**src/rtl/v810_bus_target.sv**
```systemverilog
// V810 external-bus target: decodes MRQn/address, inserts programmable wait
// states, then bridges the bus cycle onto a req/ack backing-memory port.
// Idle output levels (READYn=0, SZRQn=1, D_O=0) are chosen so several targets
// can share wired-OR / wired-AND bus nets.
//
// Handshake: MEM_REQ rises when the FSM enters REQ and, together with MEM_A,
// MEM_BE, MEM_WE and MEM_DI, holds stable until a CE=1 clock edge samples
// MEM_ACK=1; that edge completes the transfer (and captures MEM_DO on reads).
module v810_bus_target #(
  parameter logic [31:0] BASE = 32'hFFF0_0000,
  parameter logic [31:0] MASK = 32'hFFF0_0000,
  parameter int          DW   = 32,
  parameter int          WS   = 0,
  parameter int          AW   = 20
) (
  input  logic          CLK,
  input  logic          RESn,
  input  logic          CE,
  input  logic [31:0]   A,
  input  logic [31:0]   D_I,
  output logic [31:0]   D_O,
  input  logic [3:0]    BEn,
  input  logic          DAn,
  input  logic          MRQn,
  input  logic          RW,
  input  logic          BCYSTn,
  output logic          READYn,
  output logic          SZRQn,
  output logic [AW-1:0] MEM_A,
  output logic [3:0]    MEM_BE,
  output logic          MEM_WE,
  output logic          MEM_REQ,
  input  logic          MEM_ACK,
  output logic [31:0]   MEM_DI,
  input  logic [31:0]   MEM_DO,
  output logic [1:0]    DBG_STATE
);

  typedef enum logic [1:0] {
    ST_IDLE = 2'd0,
    ST_WAIT = 2'd1,
    ST_REQ  = 2'd2,
    ST_RDY  = 2'd3
  } state_t;

  localparam bit         IS16 = (DW == 16);
  localparam logic [3:0] WS4  = 4'(WS);

  state_t        r_state;
  state_t        w_next;
  logic [3:0]    r_cnt;
  logic [AW-1:0] r_mem_a;
  logic [3:0]    r_be;
  logic          r_rw;
  logic [31:0]   r_di;
  logic [31:0]   r_data;

  logic          w_sel;
  logic          w_accept;
  logic          w_lo_half;
  logic [3:0]    w_be;
  logic [31:0]   w_di;

  // Address decode and acceptance of a new bus cycle (only from IDLE).
  always_comb begin
    w_sel     = ((A & MASK) == BASE);
    w_accept  = CE && !BCYSTn && !MRQn && w_sel && (r_state == ST_IDLE);
    w_lo_half = (BEn[1:0] != 2'b11);
    w_be      = ~BEn;
    w_di      = D_I;
    if (IS16) begin
      // A 16-bit device sees one halfword lane: pick the enabled one.
      w_be = {2'b00, w_lo_half ? ~BEn[1:0] : ~BEn[3:2]};
      w_di = {16'h0000, w_lo_half ? D_I[15:0] : D_I[31:16]};
    end
  end

  // State register.
  always_ff @(posedge CLK or negedge RESn) begin
    if (!RESn) r_state <= ST_IDLE;
    else       r_state <= w_next;
  end

  // Next-state logic; every transition is qualified by CE.
  always_comb begin
    w_next = r_state;
    unique case (r_state)
      ST_IDLE: if (w_accept)                w_next = (WS4 != 4'd0) ? ST_WAIT : ST_REQ;
      ST_WAIT: if (CE && (r_cnt <= 4'd1))   w_next = ST_REQ;
      ST_REQ:  if (CE && MEM_ACK)           w_next = ST_RDY;
      ST_RDY:  if (CE && !DAn)              w_next = ST_IDLE;
      default:                              w_next = ST_IDLE;
    endcase
  end

  // Wait-state counter: loaded on acceptance, counts down while in WAIT.
  always_ff @(posedge CLK or negedge RESn) begin
    if (!RESn)                             r_cnt <= 4'd0;
    else if (w_accept)                     r_cnt <= WS4;
    else if (CE && (r_state == ST_WAIT))   r_cnt <= 4'(r_cnt - 4'd1);
  end

  // Latch the request attributes at acceptance so memory outputs stay stable.
  always_ff @(posedge CLK or negedge RESn) begin
    if (!RESn) begin
      r_mem_a <= '0;
      r_be    <= 4'h0;
      r_rw    <= 1'b0;
      r_di    <= 32'h0;
    end else if (w_accept) begin
      r_mem_a <= IS16 ? A[AW:1] : A[AW+1:2];
      r_be    <= w_be;
      r_rw    <= RW;
      r_di    <= w_di;
    end
  end

  // Read-data latch, captured on the completing ACK edge.
  always_ff @(posedge CLK or negedge RESn) begin
    if (!RESn) begin
      r_data <= 32'h0;
    end else if (CE && MEM_ACK && (r_state == ST_REQ) && r_rw) begin
      r_data <= IS16 ? {MEM_DO[15:0], MEM_DO[15:0]} : MEM_DO;
    end
  end

  // Bus and memory outputs; idle levels are wired-bus safe.
  always_comb begin
    MEM_REQ   = (r_state == ST_REQ);
    MEM_A     = r_mem_a;
    MEM_BE    = MEM_REQ ? r_be : 4'h0;
    MEM_WE    = MEM_REQ && !r_rw;
    MEM_DI    = r_di;
    READYn    = (r_state == ST_WAIT) || (r_state == ST_REQ);
    SZRQn     = !(IS16 && ((r_state != ST_IDLE) || w_accept));
    D_O       = ((r_state == ST_RDY) && r_rw && !DAn) ? r_data : 32'h0;
    DBG_STATE = r_state;
  end

endmodule

```
**config.mk**
```make
export PLATFORM = sky130hd
export DESIGN_NAME = v810_bus_target
export DESIGN_NICKNAME = d
export VERILOG_FILES = /design/src/rtl/v810_bus_target.sv
export SDC_FILE = /design/constraint.sdc
export NUM_CORES = 1
export LEC_CHECK = 0
export ABC_AREA = 1
export CAP_MARGIN = 5
export CORE_ASPECT_RATIO = 0.9
export CORE_MARGIN = 3
export CORE_UTILIZATION = 41
export DETAILED_ROUTE_END_ITERATION = 10
export PLACE_DENSITY_LB_ADDON = 0.1
export SETUP_SLACK_MARGIN = 0.5
export SLEW_MARGIN = 20
export SYNTH_ARGS = -nofsm -noshare
export SYNTH_HDL_FRONTEND = slang
export SYNTH_SLANG_ARGS = --single-unit
export TNS_END_PERCENT = 1
```
**constraint.sdc**
```tcl
create_clock -name CLK -period 1.96 [get_ports CLK]
set_clock_uncertainty 0.05 [all_clocks]
set_input_delay 0.588 -clock CLK [delete_from_list [all_inputs] [get_ports CLK]]
set_output_delay 0.588 -clock CLK [all_outputs]
set_load 0.02 [all_outputs]
```
**After elaboration in Yosys (flattened, before gate mapping)**

Cells that the tools add are included.
Widths: inputs -> output; s select.

- Output and inout bits: 94
- Register bits after elaboration: 95
- Word-level logic and storage cells: 48
- Input port bits: 108

- Eq/ne operators: 8
- Reduce and logical (&&, ||, !) cells: 21
- Add/sub/neg operators: 1
- Multiplexer cells: 9
- $lt $le $gt $ge: 1
- Bitwise logic cells: 1

Operator list:

| cell | count |
|---|---|
| $mux 32 | 1 |
| $logic_and 1x1->1 | 13 |
| $eq 12x12->1 const B | 1 |
| $mux 4 | 3 |
| $mux 2 | 4 |
| $pmux 2 s4 | 1 |
| $ne 2x2->1 const B | 3 |
| $eq 2x2->1 const B | 2 |
| $le 4x1->1 const B | 1 |
| $logic_not 1->1 | 4 |
| $not 4->4 | 1 |
| $reduce_and 4->1 | 1 |
| $sub 4x1->4 const B | 1 |
| $eq 2x1->1 const B | 1 |
| $logic_not 2->1 | 1 |
| $ne 2x1->1 const B | 1 |
| $reduce_bool 2->1 | 1 |
| $logic_or 1x1->1 | 1 |

**Depth between registers and ports, before layout**

Gate-level depths: netlist (run 1).

- Depth in word-level cells: 7
- Mapped depth: 9
- Mapped depth without buffers: 9

**Least setup slack after synthesis (run 1)**

No wires, ideal clock.

- Path kind: register to output
- Start point: reg r_state[0] (netlist: DBG_STATE[0])
- End point: out MEM_WE
- Stages on the path, launching flop included: 6
- Required time: 1322 ps
- Arrival: 1380 ps
- Path slack: -58 ps
- Buffers on the path: 1
- Cells stage by stage: dfrtp_1 inv_1 ha_1 buf_2 inv_1 nor2_1

- Word-level cells in the longest chain between the ends: 2

RTL lines:

| what | RTL line | RTL |
|---|---|---|
| from (decl) | 49 | `state_t r_state;` |
| from (signal assigned) | 81 | `else r_state <= w_next;` |
| $eq 2x2->1 | 129 | `MEM_REQ = (r_state == ST_REQ);` |
| net MEM_REQ | 32 | `output logic MEM_REQ,` |
| $logic_and 1x1->1 | 132 | `MEM_WE = MEM_REQ && !r_rw;` |
| to (decl) | 31 | `output logic MEM_WE,` |

The timed path passes the listed nets, and every way through them passes these cells.

**Worst setup path after layout (run 1)**

- Start point: reg r_state[1] (netlist: DBG_STATE[1])
- End point: out D_O[8]

- Word-level cells in the longest chain between the ends: 4

RTL lines:

| what | RTL line | RTL |
|---|---|---|
| $eq 2x2->1 | 136 | `D_O = ((r_state == ST_RDY) && r_rw && !DAn) ? r_data : 32'h0;` |
| $logic_and 1x1->1 (2 in series) | 136 |  |
| $mux 32 | 136 |  |
| to (decl) | 21 | `output logic [31:0] D_O,` |

Every way passes these cells.

==> results of run 1 <==
## layer usage
layer / vias to the layer above / share of wire (%) / routed length (µm)
met2: 136 / 54 / 7170
met4: 0 / 1.9 / 257
met3: 23 / 8.5 / 1140
met5: - / 0 / 0
li1: 1973 / - / -
met1: 1944 / 36 / 4810
## logic make-up after synthesis
group	Yosys count	share of synthesized area (%)
AND/OR/NAND/NOR	280	27.7
flip-flops	95	57.1
buffers and inverters	81	8.39
AO/OA/AOI/OAI	37	4.45
adder cells (fa/ha/maj)	6	1.80
XOR/XNOR	2	0.421
other	1	0.0901
## power by group through the flow
stage          logic (mW)  registers (mW)  clock network, mW
2_1_floorplan       0.600            2.18                  0
3_3_place_gp         1.27            2.14                  0
3_5_place_dp         1.30            2.15                  0
4_1_cts              1.47            2.12               1.87
5_1_grt              1.85            2.15               1.96
6_report             1.71            2.14               1.83
## how the worst max path moves through the flow
stage | end | depth (start not counted) | start | slack [ns]
6_report | D_O[8] | 7 | DBG_STATE[1] | -0.30
5_1_grt | D_O[8] | 7 | DBG_STATE[1] | -0.35
4_1_cts | D_O[0] | 5 | DBG_STATE[0] | -0.47
3_5_place_dp | D_O[11] | 5 | DAn | -0.89
3_3_place_gp | D_O[31] | 5 | DAn | -0.86
2_1_floorplan | D_O[10] | 3 | DAn | 0.1
## final cells by class
cell class / instances / area [µm²] / area share [%]
Clock buffer: 11 / 253 / 3.29
Clock inverter: 5 / 63.8 / 0.830
Inverter: 52 / 200 / 2.61
Multi-Input combinational cell: 326 / 2250 / 29.3
Sequential cell: 95 / 2380 / 31.0
Tap cell: 126 / 158 / 2.05
Timing Repair Buffer: 232 / 2380 / 31.0
## timing repair
action,CTS,global route
pin swaps,24,79
cloned,0,2
setup endpoints to repair,188,184
setup buffers,0,10
resized for setup,603,137
## registers in the layout (all words and copies together), names as in the netlist
signal,count
r_rw,1
MEM_A,20
r_cnt,4
r_data,32
DBG_STATE,2
MEM_DI,32
r_be,4
## placed cells by master (no fill, tap or decap), drive strengths merged, types with 2 or more instances in the layout
master,instances
o21ai,35
a21oi,2
clkdlybuf4s50,88
inv,53
clkinv,2
buf,140
nand2,171
ha,6
xor2,2
nand3,55
nand3b,6
nor2,46
clkdlybuf4s15,2
clkbuf,13
dfrtp,95
==> impl_summary.log, run 1 <==
[metrics] top cell type's share of synthesized area: about 57%
[metrics] RePlAce Congestion: roughly 0.85
[metrics] portion of the post-synthesis area used by sequential elements: 57.1%
[metrics] met1 capacity usage during global routing: 24.5%
[metrics] number of I/O pins: 202
[metrics] Chip Height: 102 µm
[metrics] Fill cells: 662
[metrics] WHS: about 0.017 ns
[metrics] global route hottest layer: met2
[metrics] setup slack at placement: -0.892 ns
[metrics] worst min path class: input pin to async pin
[metrics] Final Hold Vio Count: 0
[metrics] sum of negative setup slack: -9.24 ns
[metrics] status: complete, but fails checks
[metrics] net switching fraction of the power: 31.8%
[metrics] Layout Area Growth over Synthesis: 84.6%
[metrics] GRT Residual Overflow: 0
[metrics] overall die width: around 110 µm
[metrics] number of distinct library cells after synthesis: 19
[metrics] stage delay of the slowest cell on the critical path: around 0.39 ns
[metrics] portion of total power attributed to combinational logic: a little under a third
[metrics] number of buffer cells added on primary ports: 198
[metrics] #FFs+latches synth: 95
[metrics] net switching component of the power: 1.80 mW
[metrics] P_int: roughly 3.9 mW
[metrics] number of nets with antenna violations after routing: 0
[metrics] Clock Root Buffer: sky130_fd_sc_hd__clkbuf_16
[metrics] total routing resource utilization after global routing: 21.4%
[metrics] crit path max fanout: 5
[metrics] clock tree from TritonCTS: built
[metrics] Final Setup Violations: 38
[metrics] half-perimeter wire length of the detailed placement result: 8.63 mm
[metrics] final clock period utilization by the worst path: 115%
[metrics] number of cells produced by synthesis: around 500
[metrics] post-layout power: 5.68 mW
[metrics] type of element launching the critical path: flip-flop
[metrics] Yosys warnings: 0
[metrics] portion of total power attributed to sequential cells: 37.7%
[metrics] Max Root-Sink Buffers: 2
[metrics] number of flops mapped to enable cells by yosys: 0
[metrics] async set or reset register ratio after synthesis: 100%
[metrics] cells along the critical path: ha_4 -> nand3b_1 -> buf_4 -> buf_8 -> buf_12 -> nor2_4 -> buf_2
[metrics] floorplan core area: 9780 µm²
[metrics] first-pass GRT wire length: between 15 and 20 mm
[metrics] TritonCTS Buffers: 9
[metrics] die outline area: about 11000 µm²
[metrics] via count: 4076
[metrics] peak supply drop: 0.000583 V
[metrics] violated checks: negative setup slack
[metrics] count leader, synth: sky130_fd_sc_hd__nand2_1
[metrics] cells on worst reg2reg path: 8
[metrics] Detailed Route Iter0 Violations: roughly 180
[metrics] total wirelength of the detailed-routed design: 13.4 mm
[metrics] final non-filler cell total: 847
[metrics] Worst-Skew Late Latency: 0.33 ns
[metrics] Vias per Instance: 4.81
[metrics] R2R setup slack: 0.32 ns
[metrics] via count of the first global-routing pass: 4048
[metrics] First-pass DRT Iterations: 4
[metrics] remaining routing DRC violations: 0
[metrics] startpoint of the worst-slack reg-to-reg timing path: DBG_STATE[0]
[metrics] clock period minus final worst setup slack: 2.26 ns
[metrics] final cell area excluding filler cells: around 7700 µm²
[metrics] setup repair after global routing missed its margin: yes
[metrics] cell taking the most area after synthesis: sky130_fd_sc_hd__dfrtp_1
[metrics] GR Layer Usage met3: 7.77%
[metrics] leading register cell type out of synthesis: sky130_fd_sc_hd__dfrtp_1
[metrics] number of H-tree levels: 3
[metrics] cell leakage power: 3.77 nW
[metrics] required time at the endpoint of the critical path: between 1 and 1.5 ns
[metrics] number of standard-cell rows in the floorplan: 34
[metrics] standard cell with the maximum stage delay on the critical path: sky130_fd_sc_hd__dfrtp_2
[metrics] cell class contributing the biggest share of worst-path delay: buffers and inverters
[metrics] total number of nets in the final design: 830
[metrics] capture point of the worst reg-to-reg path: r_data[8]
[metrics] class of the most critical setup path: flip-flop to primary output
[metrics] Hold Buf Count CTS: 0
[metrics] total clock sinks: 95
[metrics] top post-synthesis cells by area: sky130_fd_sc_hd__dfrtp_1, sky130_fd_sc_hd__nand2_1, sky130_fd_sc_hd__nand3_1
[metrics] maximum number of pins on one net before global-route repair: 65
[metrics] Setup crit end kind: primary output
[metrics] pwr/cell area: 740 nW/µm²
[metrics] Max Cap Viol: 0
[metrics] initial core utilization: 42.5%
[metrics] setup ws final: -0.296 ns
[metrics] Clock Power Share: ~32%
[metrics] number of buffers and inverters on the critical path: 4
[metrics] final design utilization: 78.5%
[metrics] Synth Net Count: 616
[metrics] placed cell count: ~820
[metrics] max frequency: 0.443 GHz
[metrics] # diodes: 0
[metrics] number of slew-limit violations in the final report: 0
[metrics] critical path arrival: 1.62 ns
[metrics] detail-routed net length per standard cell: 15.8 µm
[metrics] share of layout cells above drive strength 1: a little over two fifths
[metrics] instance area after placement: roughly 6700 µm²
[metrics] initial antenna violation count: 0
[metrics] mean post-synth cell area: 8.29 µm²
[metrics] clock-pin slew of the registers on the worst-case setup and hold paths: 0.06 ns
[metrics] combined area of all synthesized cells: 4160 µm²
[metrics] most frequent cells after synthesis: sky130_fd_sc_hd__nand2_1, sky130_fd_sc_hd__dfrtp_1, sky130_fd_sc_hd__nand3_1
[metrics] met2 usage: 37.6%
No activity file was read; power rests on OpenSTA's default activity.
==> run 2: changes to the inputs <==
- CORE_UTILIZATION: 41 -> 42
- CTS_BUF_LIST: unset -> sky130_fd_sc_hd__clkbuf_8
- PLACE_DENSITY_LB_ADDON: 0.1 -> 0.05
==> run 2 against run 1 <==
Compared with the run above: the flow still finishes with violations (negative setup slack); non-clock buffer count down 7; wire length shrank 7.1%; final cell count shrank 1.3%; critical path depth unchanged; cell area down 5.4%; utilization is 0.94 points lower; combinational power down 19%; global-route usage increased by 1.2 points; worst hold slack improved by 0.20 ns; die area down 2.2%; worst setup slack worse by 0.0046 ns; critical path type is now input pin to primary output.
==> impl_summary.log, run 2 (synthesis gave the netlist of run 1 again) <==
[metrics] Vias per Instance: 4.70
[metrics] peak supply drop: 0.000496 V
[metrics] cell repeated most along the worst path: sky130_fd_sc_hd__buf_6
[metrics] worst min path class: input pin to async pin
[metrics] startpoint of the worst-slack reg-to-reg timing path: DBG_STATE[0]
[metrics] cells along the critical path: dlygate4sd2_1 -> nand3b_1 -> buf_6 -> buf_6 -> buf_16 -> nor2_4 -> buf_6
[metrics] cell class contributing the biggest share of worst-path delay: buffers and inverters
[metrics] number of H-tree levels: 3
[metrics] final clock period utilization by the worst path: 115%
[metrics] TritonCTS Buffers: 9
[metrics] total clock sinks: 95
[metrics] post-layout power: 4.97 mW
[metrics] Final Hold Vio Count: 0
[metrics] required time at the endpoint of the critical path: 1.32 ns
[metrics] # diodes: 0
[metrics] via count: 3930
[metrics] Layout Area Growth over Synthesis: 74.7%
[metrics] GRT Residual Overflow: 0
[metrics] most used cells in the layout excluding fill and tap cells: sky130_fd_sc_hd__nand2_1, sky130_fd_sc_hd__dfrtp_1, sky130_fd_sc_hd__buf_6, sky130_fd_sc_hd__clkdlybuf4s50_1, sky130_fd_sc_hd__nand3_1
[metrics] total wirelength of the detailed-routed design: 12.4 mm
[metrics] Setup crit end kind: primary output
[metrics] number of buffers and inverters on the critical path: 5
[metrics] WHS: 0.213 ns
[metrics] capture point of the worst reg-to-reg path: r_data[4]
[metrics] standard cell with the maximum stage delay on the critical path: sky130_fd_sc_hd__dlygate4sd2_1
[metrics] cells on worst reg2reg path: 8
[metrics] RePlAce Congestion: 0.757
[metrics] Clock Root Buffer: sky130_fd_sc_hd__clkbuf_8
[metrics] clock period minus final worst setup slack: around 2.3 ns
[metrics] crit path max fanout: 8
[metrics] pwr/cell area: 684 nW/µm²
[metrics] remaining routing DRC violations: 0
[metrics] number of I/O pins: 202
[metrics] die outline area: 11100 µm²
[metrics] termination of the worst setup path: D_O[20]
[metrics] type of element launching the critical path: input pin
[metrics] share of layout cells above drive strength 1: 35.6%
[metrics] most common cell after layout, fill and taps aside: sky130_fd_sc_hd__nand2_1
[metrics] number of buffer cells added on primary ports: ~200
[metrics] max frequency: 0.442 GHz
[metrics] Fill cells: 691
[metrics] Max Cap Viol: 0
[metrics] Worst-Skew Late Latency: 0.35 ns
[metrics] Final Setup Violations: 39
[metrics] launch point of the worst path: DAn
[metrics] status: complete, but fails checks
[metrics] detail-routed net length per standard cell: 14.9 µm
[metrics] first-pass GRT wire length: 20.3 mm
[metrics] First-pass DRT Iterations: 4
[metrics] maximum number of pins on one net before global-route repair: 96
[metrics] floorplan core area: 9370 µm²
[metrics] max-slew headroom at the worst pin: 66.2%
[metrics] overall die width: 111 µm
[metrics] half-perimeter wire length of the detailed placement result: 8.58 mm
[metrics] setup ws final: -0.301 ns
[metrics] clock tree from TritonCTS: built
[metrics] initial antenna violation count: 0
[metrics] critical path arrival: ~1.6 ns
[metrics] cell leakage power: 3.68 nW
[metrics] Chip Height: about 100 µm
[metrics] stages on the worst setup path: 7
[metrics] via count of the first global-routing pass: 4045
[metrics] setup repair after global routing missed its margin: yes
[metrics] total number of nets in the final design: 823
[metrics] R2R setup slack: 0.22 ns
[metrics] stage delay of the slowest cell on the critical path: 0.23 ns
[metrics] Detailed Route Iter0 Violations: 214
[metrics] Max Root-Sink Buffers: 2
[metrics] initial core utilization: 44.4%
[metrics] class of the most critical setup path: input pin to primary output
[metrics] clock-pin slew of the registers on the worst-case setup and hold paths: 0.09 ns
[metrics] number of slew-limit violations in the final report: 0
[metrics] total routing resource utilization after global routing: 22.6%
[metrics] number of standard-cell rows in the floorplan: 33
[metrics] worst slew pin tran: 0.508 ns
[metrics] violated checks: negative setup slack
[metrics] number of nets with antenna violations after routing: 0
## run 2: cell count changes in the layout (fill, tap and decap cells not counted), sizes merged
cell,previous run,this run
inv,53,54
clkdlybuf4s15,2,4
clkinvlp,1,0
dlygate4sd2,0,1
clkbuf,13,14
buf,140,128
bufinv,1,2
## run 2: how the worst min path moves through the flow
stage          startpoint            to  slack [ns]  cells after the start
2_1_floorplan        RESn  DBG_STATE[0]        0.24                      0
3_3_place_gp    MEM_A[18]     MEM_A[18]        0.40                      2
3_5_place_dp    MEM_A[18]     MEM_A[18]        0.41                      2
4_1_cts              RESn    r_data[28]        0.24                      2
5_1_grt              RESn    r_data[30]        0.25                      2
6_report             RESn    r_data[28]        0.21                      2
## run 2: metrics by stage
stage	instance area [µm²]	setup TNS [ns]	std cells	utilization, %	worst slack [ns]
after floorplan	4420	0	502	-	0.0999
after global placement	6610	-46.44	814	70.5	-0.849
after detailed placement	6610	-50.27	814	70.5	-0.917
after CTS	7130	-9.70	836	76.1	-0.329
after global routing	7270	-11.53	836	77.6	-0.373
final	7270	-8.85	836	77.6	-0.301
## run 2: area by class of cell
cell class | count | area, µm² | area share [%]
inverter | 52 | 200 | 2.75
clock buffer | 10 | 138 | 1.89
multi-input combinational | 326 | 1910 | 26.3
sequential | 95 | 2380 | 32.7
tap | 122 | 153 | 2.10
clock inverter | 6 | 91.3 | 1.26
timing repair buffer | 225 | 2400 | 33.0
## run 2: routing by layer
metal	global-route usage (%)	up-vias	wire length [µm]
met4	7.01	0	225
li1	-	1952	-
met1	27.5	1831	4990
met2	38.3	131	6270
met5	0	-	0
met3	7.78	16	935
## run 2: repair_timing
item                                    in CTS  in global routing
gates resized for setup                    628                 66
pin swaps                                   20                 12
cloned                                       3                  0
hold buffers                                 0                  0
endpoints found under the hold margin        0                  0
endpoints found under the setup margin     188                188
buffers inserted                             3                  0
## run 2: power breakdown
| group | total, mW | leakage, nW | switching [mW] | internal (mW) |
|---|---|---|---|---|
| clock | 1.47 | 0.117 | 0.707 | 0.763 |
| sequential | 2.12 | 1.18 | 0.0606 | 2.06 |
| combinational | 1.38 | 2.38 | 0.765 | 0.615 |
| total | 4.97 | 3.68 | 1.53 | 3.44 |
==> run 3: changes to the inputs <==
- PLACE_DENSITY: unset -> 0.87
- PLACE_DENSITY_LB_ADDON: 0.05 -> unset
==> run 3 against run 2 <==
Compared with the run above: the run still ends with negative setup slack left; register-to-register slack worse by 0.03 ns; wire length up 9.4%; first-iteration DRC count up 36%; worst hold slack better by 0.21 ns; cell area down 0.60%; power down 0.68%; via count up 6.9%; highest routed layer unchanged.
==> impl_summary.log, run 3 (synthesis gave the netlist of run 1 again) <==
[metrics] status: complete, but fails checks
[metrics] violated checks: negative setup slack
[metrics] total wirelength of the detailed-routed design: 13.6 mm
[metrics] # diodes: 0
[metrics] most used cells in the layout excluding fill and tap cells: sky130_fd_sc_hd__nand2_1, sky130_fd_sc_hd__dfrtp_1, sky130_fd_sc_hd__buf_6, sky130_fd_sc_hd__clkdlybuf4s50_1, sky130_fd_sc_hd__inv_1
[metrics] Detailed Route Iter0 Violations: between 200 and 300
[metrics] number of slew-limit violations in the final report: 0
[metrics] GRT Residual Overflow: 0
[metrics] area used by multi-input combinational logic: 1880 µm²
[metrics] Final Hold Vio Count: 0
[metrics] Max Root-Sink Buffers: 2
[metrics] setup ws final: -0.327 ns
[metrics] detail-routed net length per standard cell: 16.2 µm
[metrics] cell leakage power: 3.65 nW
[metrics] class of the most critical setup path: input pin to primary output
[metrics] R2R setup slack: around 0.19 ns
[metrics] Worst-Skew Late Latency: 0.34 ns
[metrics] most common cell after layout, fill and taps aside: sky130_fd_sc_hd__nand2_1
[metrics] Fill cells: between 500 and 600
[metrics] total routing resource utilization after global routing: 25.0%
[metrics] number of buffer cells added on primary ports: 198
[metrics] via count of the first global-routing pass: 4554
[metrics] first-pass GRT wire length: 22.5 mm
[metrics] sum of negative setup slack: -10.10 ns
[metrics] TritonCTS Buffers: 9
[metrics] termination of the worst setup path: D_O[21]
[metrics] type of element launching the critical path: input pin
[metrics] floorplan core area: 9370 µm²
[metrics] peak supply drop: 0.000492 V
[metrics] max frequency: 0.437 GHz
[metrics] via count: approximately 4200
[metrics] number of I/O pins: 202
[metrics] initial antenna violation count: 0
[metrics] worst min path class: flip-flop to flip-flop
[metrics] startpoint of the worst-slack reg-to-reg timing path: DBG_STATE[0]
[metrics] cells along the critical path: dlygate4sd2_1 -> nand3b_1 -> buf_6 -> buf_16 -> nor2_4 -> buf_6
[metrics] instance area after placement: 6640 µm²
[metrics] pwr/cell area: 683 nW/µm²
[metrics] overall die width: 111 µm
[metrics] Layout Area Growth over Synthesis: 73.7%
[metrics] setup repair after global routing missed its margin: yes
[metrics] Max Cap Viol: 0
[metrics] total number of nets in the final design: 826
[metrics] total clock sinks: 95
[metrics] RePlAce Congestion: 0.831
[metrics] number of nets with antenna violations after routing: 0
[metrics] half-perimeter wire length of the detailed placement result: roughly 8.9 mm
[metrics] number of H-tree levels: 3
[metrics] Chip Height: 100 µm
[metrics] die outline area: 11100 µm²
[metrics] share of layout cells above drive strength 1: 30.6%
[metrics] cells on worst reg2reg path: 8
[metrics] initial core utilization: 44.4%
[metrics] register area: around 2400 µm²
[metrics] final clock period utilization by the worst path: 117%
[metrics] critical path arrival: 1.65 ns
[metrics] post-layout power: 4.94 mW
[metrics] clock period minus final worst setup slack: 2.29 ns
[metrics] First-pass DRT Iterations: 5
[metrics] final cell area excluding filler cells: 7230 µm²
[metrics] Final Setup Violations: 38
[metrics] Clock Root Buffer: sky130_fd_sc_hd__clkbuf_8
[metrics] number of standard-cell rows in the floorplan: 33
[metrics] capture point of the worst reg-to-reg path: r_data[19]
[metrics] final design utilization: 77.1%
[metrics] clock-pin slew of the registers on the worst-case setup and hold paths: 0.08 ns
[metrics] standard cell with the maximum stage delay on the critical path: sky130_fd_sc_hd__dlygate4sd2_1
[metrics] required time at the endpoint of the critical path: about 1.3 ns
[metrics] launch point of the worst path: DAn
[metrics] Setup crit end kind: primary output
[metrics] stage delay of the slowest cell on the critical path: 0.25 ns
[metrics] maximum number of pins on one net before global-route repair: a little over 90
[metrics] cell repeated most along the worst path: sky130_fd_sc_hd__buf_6
[metrics] clock tree from TritonCTS: built
[metrics] Vias per Instance: 5.01
[metrics] remaining routing DRC violations: 0
[metrics] crit path max fanout: 8
## run 3: worst max-delay path: cells and delay by family
family	cells	cell delay (ns)
buffers and inverters	4	0.72
and+or+nand+nor	2	0.34
## run 3: power breakdown
group / internal (mW) / switching [mW] / total [mW]
clock network: 0.581 / 0.664 / 1.25
logic: 0.680 / 0.879 / 1.56
registers: 2.06 / 0.0733 / 2.13
total: 3.32 / 1.62 / 4.94
## run 3: layer usage
layer,track usage [%],routed length (µm),vias to the layer above
li1,-,-,1964
met1,29.2,5230,1985
met2,43.8,6770,226
met3,8.14,1320,27
met4,8.14,273,0
met5,0,0,-
## run 3: how the worst min path moves through the flow
stage | start | to | cells past startpoint
floorplan | RESn | DBG_STATE[0] | 0
global placement | RESn | r_data[11] | 1
detailed placement | RESn | r_data[11] | 1
CTS | r_be[3] | r_be[3] | 2
global route | r_be[3] | r_be[3] | 2
finish | r_be[3] | r_be[3] | 2
## run 3: what timing repair did
item / 4_1_cts / 5_1_grt
endpoints found under the setup margin: 188 / 186
gates cloned: 3 / 0
buffers inserted: 4 / 0
pin swaps: 37 / 13
gates resized for setup: 629 / 18
hold endpoints to repair: 5 / 0
hold buffers: 1 / 0
## run 3: final cells by class
| type | instances | area share [%] |
|---|---|---|
| Timing Repair Buffer | 228 | 33.7 |
| Sequential cell | 95 | 32.9 |
| Multi-Input combinational cell | 326 | 26.0 |
| Inverter | 52 | 2.73 |
| Tap cell | 122 | 2.11 |
| Clock buffer | 9 | 1.71 |
| Clock inverter | 6 | 0.866 |
## run 3: metrics by stage
step	setup slack [ns]	cells	hold slack, ns
global route	-0.403	838	0.463
floorplan	0.0999	502	0.242
CTS	-0.280	838	0.431
detailed placement	-0.909	815	0.353
global placement	-0.852	815	0.352
finish	-0.327	838	0.427
